File: src/rtl/rc4_loader_pkg.sv
// rc4_loader_pkg: shared command/state encodings and sizing for the RC4 pin loader.
package rc4_loader_pkg;
    typedef enum logic [1:0] {
        CMD_DATA  = 2'b00,
        CMD_KLEN  = 2'b01,
        CMD_KBYTE = 2'b10,
        CMD_CLR   = 2'b11
    } cmd_e;

    typedef enum logic [1:0] {
        S_IDLE,
        S_KEY,
        S_READY
    } state_e;

    localparam int KEY_LEN_W      = 9;
    localparam int DEF_DATA_DEPTH = 4;

    // A zero length byte encodes the maximum key of 256 bytes.
    function automatic logic [KEY_LEN_W-1:0] key_len_of(input logic [7:0] b);
        return {b == 8'd0, b};
    endfunction
endpackage

File: src/rtl/rc4_loader_fifo.sv
// rc4_loader_fifo: synchronous FIFO with flush, full/empty flags and a zeroed head when empty.
module rc4_loader_fifo
    import rc4_loader_pkg::*;
#(
    parameter int DEPTH = DEF_DATA_DEPTH,
    parameter int W     = 8
) (
    input  logic         i_clk,
    input  logic         i_rst_n,
    input  logic         i_flush,
    input  logic         i_push,
    input  logic         i_pop,
    input  logic [W-1:0] i_din,
    output logic [W-1:0] o_dout,
    output logic         o_full,
    output logic         o_empty
);
    localparam int AW = $clog2(DEPTH);
    localparam logic [AW:0] ONE = {{AW{1'b0}}, 1'b1};

    logic [W-1:0] r_mem [DEPTH];
    logic [AW:0]  r_wr, r_rd;
    logic         w_push, w_pop;

    assign o_empty = r_wr == r_rd;
    assign o_full  = (r_wr[AW] != r_rd[AW]) && (r_wr[AW-1:0] == r_rd[AW-1:0]);
    assign w_push  = i_push & ~o_full;
    assign w_pop   = i_pop & ~o_empty;
    assign o_dout  = o_empty ? '0 : r_mem[r_rd[AW-1:0]];

    always_ff @(posedge i_clk or negedge i_rst_n) begin
        if (!i_rst_n) begin
            r_wr <= '0;
            r_rd <= '0;
        end else if (i_flush) begin
            r_wr <= '0;
            r_rd <= '0;
        end else begin
            if (w_push) r_wr <= r_wr + ONE;
            if (w_pop) r_rd <= r_rd + ONE;
        end
    end

    always_ff @(posedge i_clk) begin
        if (w_push) r_mem[r_wr[AW-1:0]] <= i_din;
    end
endmodule

File: src/rtl/rc4_pin_loader.sv
// rc4_pin_loader: decodes host pad strobes into key-length, key-byte and data transfers for the RC4 core.
// Define RC4_LOADER_SYNC_EN to add a two-flop synchroniser on the pad inputs.
module rc4_pin_loader
    import rc4_loader_pkg::*;
#(
    parameter int DATA_DEPTH = DEF_DATA_DEPTH
) (
    input  logic                 wb_clk_i,
    input  logic                 wb_rst_ni,
    input  logic [7:0]           pad_data_i,
    input  logic [1:0]           pad_cmd_i,
    input  logic                 pad_strb_i,
    output logic                 pad_busy_o,
    output logic                 err_o,
    output logic                 key_start_o,
    output logic [KEY_LEN_W-1:0] key_len_o,
    output logic [7:0]           key_byte_o,
    output logic                 key_valid_o,
    input  logic                 key_ready_i,
    output logic [7:0]           data_o,
    output logic                 data_valid_o,
    input  logic                 data_ready_i,
    output logic                 sess_clr_o
);
    logic [10:0]          w_pad;
    logic                 r_strb_prev, r_evt;
    cmd_e                 r_cmd;
    logic [7:0]           r_byte;
    state_e               r_state, w_state_nx;
    logic [KEY_LEN_W-1:0] r_cnt, r_key_len;
    logic [7:0]           r_hold;
    logic                 r_hold_v, r_err, r_key_start, r_sess_clr;
    logic                 w_full, w_empty, w_pop, w_acc, w_kfire;
    logic                 w_klen, w_kbyte, w_data, w_clr, w_bad;

`ifdef RC4_LOADER_SYNC_EN
    logic [10:0] r_sync1, r_sync2;
    // Strobe bits reset high so a strobe held through reset release is not seen as a rise.
    always_ff @(posedge wb_clk_i or negedge wb_rst_ni) begin
        if (!wb_rst_ni) begin
            r_sync1 <= 11'h400;
            r_sync2 <= 11'h400;
        end else begin
            r_sync1 <= {pad_strb_i, pad_cmd_i, pad_data_i};
            r_sync2 <= r_sync1;
        end
    end
    assign w_pad = r_sync2;
`else
    assign w_pad = {pad_strb_i, pad_cmd_i, pad_data_i};
`endif

    always_ff @(posedge wb_clk_i or negedge wb_rst_ni) begin
        if (!wb_rst_ni) begin
            r_strb_prev <= 1'b1;
            r_evt       <= 1'b0;
            r_cmd       <= CMD_DATA;
            r_byte      <= 8'd0;
        end else begin
            r_strb_prev <= w_pad[10];
            r_evt       <= w_pad[10] & ~r_strb_prev;
            r_cmd       <= cmd_e'(w_pad[9:8]);
            r_byte      <= w_pad[7:0];
        end
    end

    assign pad_busy_o   = r_hold_v | w_full;
    assign data_valid_o = ~w_empty;
    assign w_pop        = data_valid_o & data_ready_i;
    assign w_kfire      = r_hold_v & key_ready_i;
    assign w_acc        = r_evt & ~pad_busy_o;
    assign w_klen       = w_acc && r_cmd == CMD_KLEN;
    assign w_kbyte      = w_acc && r_cmd == CMD_KBYTE && r_state == S_KEY;
    assign w_data       = w_acc && r_cmd == CMD_DATA && r_state == S_READY;
    assign w_clr        = w_acc && r_cmd == CMD_CLR;
    assign w_bad        = r_evt && (pad_busy_o
                        || (r_cmd == CMD_KLEN && r_state == S_KEY)
                        || (r_cmd == CMD_KBYTE && r_state != S_KEY)
                        || (r_cmd == CMD_DATA && r_state != S_READY));

    always_ff @(posedge wb_clk_i or negedge wb_rst_ni) begin
        if (!wb_rst_ni) r_state <= S_IDLE;
        else r_state <= w_state_nx;
    end

    always_comb begin
        w_state_nx = r_state;
        if (w_clr) w_state_nx = S_IDLE;
        else if (w_klen) w_state_nx = S_KEY;
        else if (w_kfire && r_cnt == 9'd1) w_state_nx = S_READY;
    end

    // Busy blocks every accepted event while a key byte is held, so load and handshake never coincide.
    always_ff @(posedge wb_clk_i or negedge wb_rst_ni) begin
        if (!wb_rst_ni) begin
            r_err       <= 1'b0;
            r_cnt       <= '0;
            r_key_len   <= '0;
            r_hold      <= 8'd0;
            r_hold_v    <= 1'b0;
            r_key_start <= 1'b0;
            r_sess_clr  <= 1'b0;
        end else begin
            r_key_start <= w_klen;
            r_sess_clr  <= w_clr;
            if (w_clr) begin
                r_err    <= 1'b0;
                r_cnt    <= '0;
                r_hold_v <= 1'b0;
            end else begin
                if (w_bad) r_err <= 1'b1;
                if (w_klen) begin
                    r_key_len <= key_len_of(r_byte);
                    r_cnt     <= key_len_of(r_byte);
                    r_hold_v  <= 1'b0;
                end else if (w_kbyte) begin
                    r_hold   <= r_byte;
                    r_hold_v <= 1'b1;
                end else if (w_kfire) begin
                    r_hold_v <= 1'b0;
                    r_cnt    <= r_cnt - 9'd1;
                end
            end
        end
    end

    assign err_o       = r_err;
    assign key_start_o = r_key_start;
    assign key_len_o   = r_key_len;
    assign key_byte_o  = r_hold;
    assign key_valid_o = r_hold_v;
    assign sess_clr_o  = r_sess_clr;

    rc4_loader_fifo #(
        .DEPTH (DATA_DEPTH),
        .W     (8)
    ) u_fifo (
        .i_clk   (wb_clk_i),
        .i_rst_n (wb_rst_ni),
        .i_flush (w_clr),
        .i_push  (w_data),
        .i_pop   (w_pop),
        .i_din   (r_byte),
        .o_dout  (data_o),
        .o_full  (w_full),
        .o_empty (w_empty)
    );
endmodule

File: config.mk
export PLATFORM = sky130hd
export DESIGN_NAME = rc4_pin_loader
export DESIGN_NICKNAME = d
export VERILOG_FILES = /design/src/rtl/rc4_loader_pkg.sv /design/src/rtl/rc4_loader_fifo.sv /design/src/rtl/rc4_pin_loader.sv
export SDC_FILE = /design/constraint.sdc
export NUM_CORES = 1
export LEC_CHECK = 0
export ABC_AREA = 1
export CORE_MARGIN = 2
export CORE_UTILIZATION = 57
export DETAILED_ROUTE_END_ITERATION = 10
export PLACE_DENSITY = 0.89
export RECOVER_POWER = 50
export SETUP_SLACK_MARGIN = 0.5
export SLEW_MARGIN = 20
export SYNTH_ARGS = -nofsm -noshare
export SYNTH_HDL_FRONTEND = slang
export SYNTH_HIERARCHICAL = 1
export SYNTH_SLANG_ARGS = --single-unit
File: constraint.sdc
create_clock -name wb_clk_i -period 3.6 [get_ports wb_clk_i]
set_input_delay 0.72 -clock wb_clk_i [delete_from_list [all_inputs] [get_ports wb_clk_i]]
set_output_delay 0.72 -clock wb_clk_i [all_outputs]
set_load 0.05 [all_outputs]
==> results.sh <==
export IMPL_critPathBufInv=4
export IMPL_cts_buffers=9
export IMPL_family_with_the_most_delay_on_the_worst_path="buffers and inverters"
export IMPL_critical_path_capture_point_type="primary output"
export IMPL_seq_area_frac_synth_pct=59.50
export IMPL_multi_input_area_mm2=0.001211
export IMPL_rsz0062_at_grt="no"
export IMPL_detail_route_antenna_nets=0
export IMPL_clock_sinks=82
export IMPL_r2r_setup_slk_ns=0.71
export IMPL_power_density_cell_area_mw_per_mm2=670.2
export IMPL_use_met2_pct=37.29
export IMPL_outcome="finished clean"
export IMPL_setup_tns_ns=0
export IMPL_yosysTopAreaCell="sky130_fd_sc_hd__dfrtp_1"
export IMPL_cts_htree_levels=3
export IMPL_net_count_synth=409
export IMPL_worstSkewPairLatency_ns=0.35
export IMPL_grt_use_met1_pct=30.19
export IMPL_worstSetupPathDepth=8
export IMPL_gpl_final_weighted_congestion=0.9052
export IMPL_chipHeight_um=84.79
export IMPL_vias_per_cell=5.456
export IMPL_final_min_period_over_clock_period_pct=83.47
export IMPL_synthesis_area_per_instance_um2=9.612
export IMPL_layout_drive_gt1_share_pct=11.36
export IMPL_critPathLaunchType="register"
export IMPL_post_synth_inst_count=387
export IMPL_detail_route_wl_per_cell_um=14.91
export IMPL_fmaxAchievable_mhz=332.8
export IMPL_critical_path_endpoint="pad_busy_o"
export IMPL_met3_track_utilization_from_global_routing_pct=3.638
export IMPL_dr_total_vias=2821
export IMPL_grt_overflow_total=0
export IMPL_global_route_usage_total_pct=23.12
export IMPL_grt_pass1_wl_um=13070
export IMPL_relSlewSlack_pct=40.30
export IMPL_p_r_area_growth_vs_syn_pct=18.16
export IMPL_cp_slowest_cell="sky130_fd_sc_hd__dlygate4sd2_1"
export IMPL_yosys_top_cell_area_share_pct=32.96
export IMPL_dr_pass1_iters=5
export IMPL_cp_data_required_time_ns=2.88
export IMPL_crit_path_cell_trace="inv_1, nand2_1, nand2_4, nand3_4, inv_1, inv_1, nand2_1, dlygate4sd2_1"
export IMPL_initial_utilization_pct=58.92
export IMPL_setup_violations=0
export IMPL_ctsLongestPathBuffers=2
export IMPL_worst_path_most_repeated_cell="sky130_fd_sc_hd__inv_1"
export IMPL_std_cell_rows=29
export IMPL_yosysWarnings=6
export IMPL_criticalPathCategory="reg -> out"
export IMPL_postSynthRegisterBits=82
export IMPL_antenna_cells_inserted=0
export IMPL_postRouteWirelength_um=7706
export IMPL_final_seq_area_mm2=0.002215
export IMPL_design_die_area_mm2=0.007189
export IMPL_slew_viol_final=0
export IMPL_max_cap_violations=0
export IMPL_netlist_area_mm2=0.003720
export IMPL_worst_setup_hold_path_clk_slew_ns=0.08
export IMPL_final_hold_violation_count=0
export IMPL_crit_reg2reg_launch="u_fifo/r_rd[1]"
export IMPL_critical_path_arrival_ns=2.29
export IMPL_first_global_vias=2812
export IMPL_fp_coreArea_mm2=0.006314
export IMPL_worst_setup_path_startpoint="u_fifo/r_rd[1]"
export IMPL_globalRoute_busiestLayer="met2"
export IMPL_post_synth_main_area_contributors="sky130_fd_sc_hd__dfrtp_1 33%, sky130_fd_sc_hd__edfxtp_1 26%, sky130_fd_sc_hd__nand2_1 11%, sky130_fd_sc_hd__inv_1 4.3%, sky130_fd_sc_hd__nor2_1 3.6%"
export IMPL_cp_slowest_stage_delay_ns=0.54
export IMPL_fin_crit_period_ns=3.005
export IMPL_maximum_number_of_pins_on_one_net_before_global_route_repair=51
export IMPL_post_route_drc_count=0
export IMPL_count_of_unique_library_cells_instantiated_by_yosys=28
export IMPL_clk_root_buffer_cell="sky130_fd_sc_hd__clkbuf_8"
export IMPL_dp_hpwl_um=5088
export IMPL_ioPinCount=46
export IMPL_ir_drop_mv=0.4497
export IMPL_detail_route_iter0_violations=204
export IMPL_floorplan_die_width_um=84.79
export IMPL_regToRegEndpoint="u_fifo/r_mem[3][2]"
export IMPL_min_path_type="in -> async"
export IMPL_design_final_nets=457
export IMPL_io_buffer_count=45
export IMPL_r2r_worst_path_cells=11
export IMPL_number_of_antenna_violations_at_the_first_check_in_global_routing=0
export IMPL_whs_ns=0.3822
export IMPL_critical_path_max_fanout=12
export IMPL_finClkSkew_ns=0.007725
export IMPL_fill_cells=464
export IMPL_worst_slew_pin_slew_ns=0.8930
export IMPL_leakage_nw=2.129
export IMPL_tritoncts="done"
## worst min path at each step
stage                  start             to  slack (ns)
2_1_floorplan      wb_rst_ni          err_o        0.42
3_3_place_gp     r_strb_prev          r_evt        0.46
3_5_place_dp    key_len_o[8]   key_len_o[8]        0.47
4_1_cts        key_byte_o[5]  key_byte_o[5]        0.49
5_1_grt            wb_rst_ni       r_cmd[0]        0.43
6_report           wb_rst_ni       r_cmd[0]        0.38
## through the flow
stage          util, %  std cells  setup WS (ns)  cell area [um2]  power [W]
6_report         69.62        517         0.5950             4395   0.002946
3_3_place_gp     66.35        501         0.7688             4189   0.002199
4_1_cts          69.78        517         0.7060             4405   0.002963
5_1_grt          69.62        517         0.4520             4395   0.003111
2_1_floorplan        -        387          1.178             3720   0.001930
3_5_place_dp     66.35        501         0.6816             4189   0.002225
## layer usage
metal / routed length, um / up-vias
li1: - / 1345
met1: 3211 / 1350
met2: 3920 / 108
met3: 440 / 18
met4: 133 / 0
met5: 0 / -
## cell usage after synthesis
library cell,instances
sky130_fd_sc_hd__nand2_2,5
sky130_fd_sc_hd__o21ai_2,8
sky130_fd_sc_hd__buf_4,2
sky130_fd_sc_hd__a21oi_1,4
sky130_fd_sc_hd__ha_1,7
sky130_fd_sc_hd__o21ai_0,18
sky130_fd_sc_hd__nand4_1,9
sky130_fd_sc_hd__o21ai_1,7
sky130_fd_sc_hd__inv_2,8
sky130_fd_sc_hd__o22ai_1,9
sky130_fd_sc_hd__nand3_1,18
sky130_fd_sc_hd__nor2_2,2
sky130_fd_sc_hd__clkinv_2,1
sky130_fd_sc_hd__nand2_1,109
sky130_fd_sc_hd__edfxtp_1,32
sky130_fd_sc_hd__clkbuf_1,1
sky130_fd_sc_hd__nand2_4,4
sky130_fd_sc_hd__a21oi_2,1
sky130_fd_sc_hd__nor2_1,36
sky130_fd_sc_hd__nor4_1,1
sky130_fd_sc_hd__buf_6,5
sky130_fd_sc_hd__dfstp_2,1
sky130_fd_sc_hd__buf_2,1
sky130_fd_sc_hd__inv_4,1
sky130_fd_sc_hd__dfrtp_1,49
sky130_fd_sc_hd__xor2_1,2
sky130_fd_sc_hd__inv_1,43
sky130_fd_sc_hd__nand3_4,3
## cell type report
class / instances / area share (%)
Clock inverter: 6 / 2.050
Tap cell: 77 / 2.192
Timing Repair Buffer: 46 / 10.08
Inverter: 53 / 4.611
Multi-Input combinational cell: 243 / 27.55
Clock buffer: 10 / 3.131
Sequential cell: 82 / 50.38
## cells in the final DEF, fill, tap and decap left out, types with 4 or more instances in the layout
master / n
sky130_fd_sc_hd__o21ai_1: 7
sky130_fd_sc_hd__dfrtp_1: 48
sky130_fd_sc_hd__nand3_1: 19
sky130_fd_sc_hd__ha_1: 7
sky130_fd_sc_hd__clkdlybuf4s50_1: 23
sky130_fd_sc_hd__o21ai_0: 18
sky130_fd_sc_hd__nand4_1: 9
sky130_fd_sc_hd__a21oi_1: 4
sky130_fd_sc_hd__nand2_4: 4
sky130_fd_sc_hd__nand2_1: 109
sky130_fd_sc_hd__nand2_2: 5
sky130_fd_sc_hd__o21ai_2: 8
sky130_fd_sc_hd__clkbuf_8: 10
sky130_fd_sc_hd__o22ai_1: 9
sky130_fd_sc_hd__edfxtp_1: 32
sky130_fd_sc_hd__dlygate4sd3_1: 11
sky130_fd_sc_hd__nor2_1: 36
sky130_fd_sc_hd__inv_1: 45
sky130_fd_sc_hd__dlygate4sd2_1: 10
sky130_fd_sc_hd__inv_2: 6
## what timing repair did
item / 4_1_cts / 5_1_grt
endpoints found under the setup margin: 10 / 0
hold buffers: 0 / 0
gates resized for setup: 11 / 0
buffers inserted: 0 / 0
## flip-flops by register name (all words and copies together), names as in the netlist, 2 cells and up
name and cells:
u_fifo/r_wr 3, key_byte_o 8, r_cnt 9, r_state 2, u_fifo/r_rd 3, u_fifo/r_mem 32
key_len_o 9, r_cmd 2, r_byte 8
## logic make-up (layout without fill, tap and decap cells)
logic type / count (synthesis) / after routing / synth area share, %
xor gates and xnor gates: 2 / 2 / 0.4710
DFF: 82 / 82 / 59.50
AOI/OAI and AO/OA: 47 / 47 / 7.535
adders and majority gates: 7 / 7 / 2.354
buffers and inverters: 62 / 115 / 7.601
and+or+nand+nor: 187 / 187 / 22.54
## power breakdown
group	switching (W)	total, W	internal [W]
Clock	0.000329	0.000740	0.000410
Combinational	0.000676	0.00100	0.000329
Sequential	0.000106	0.00120	0.00110
Note: power is estimated with default switching activity, not from simulation.
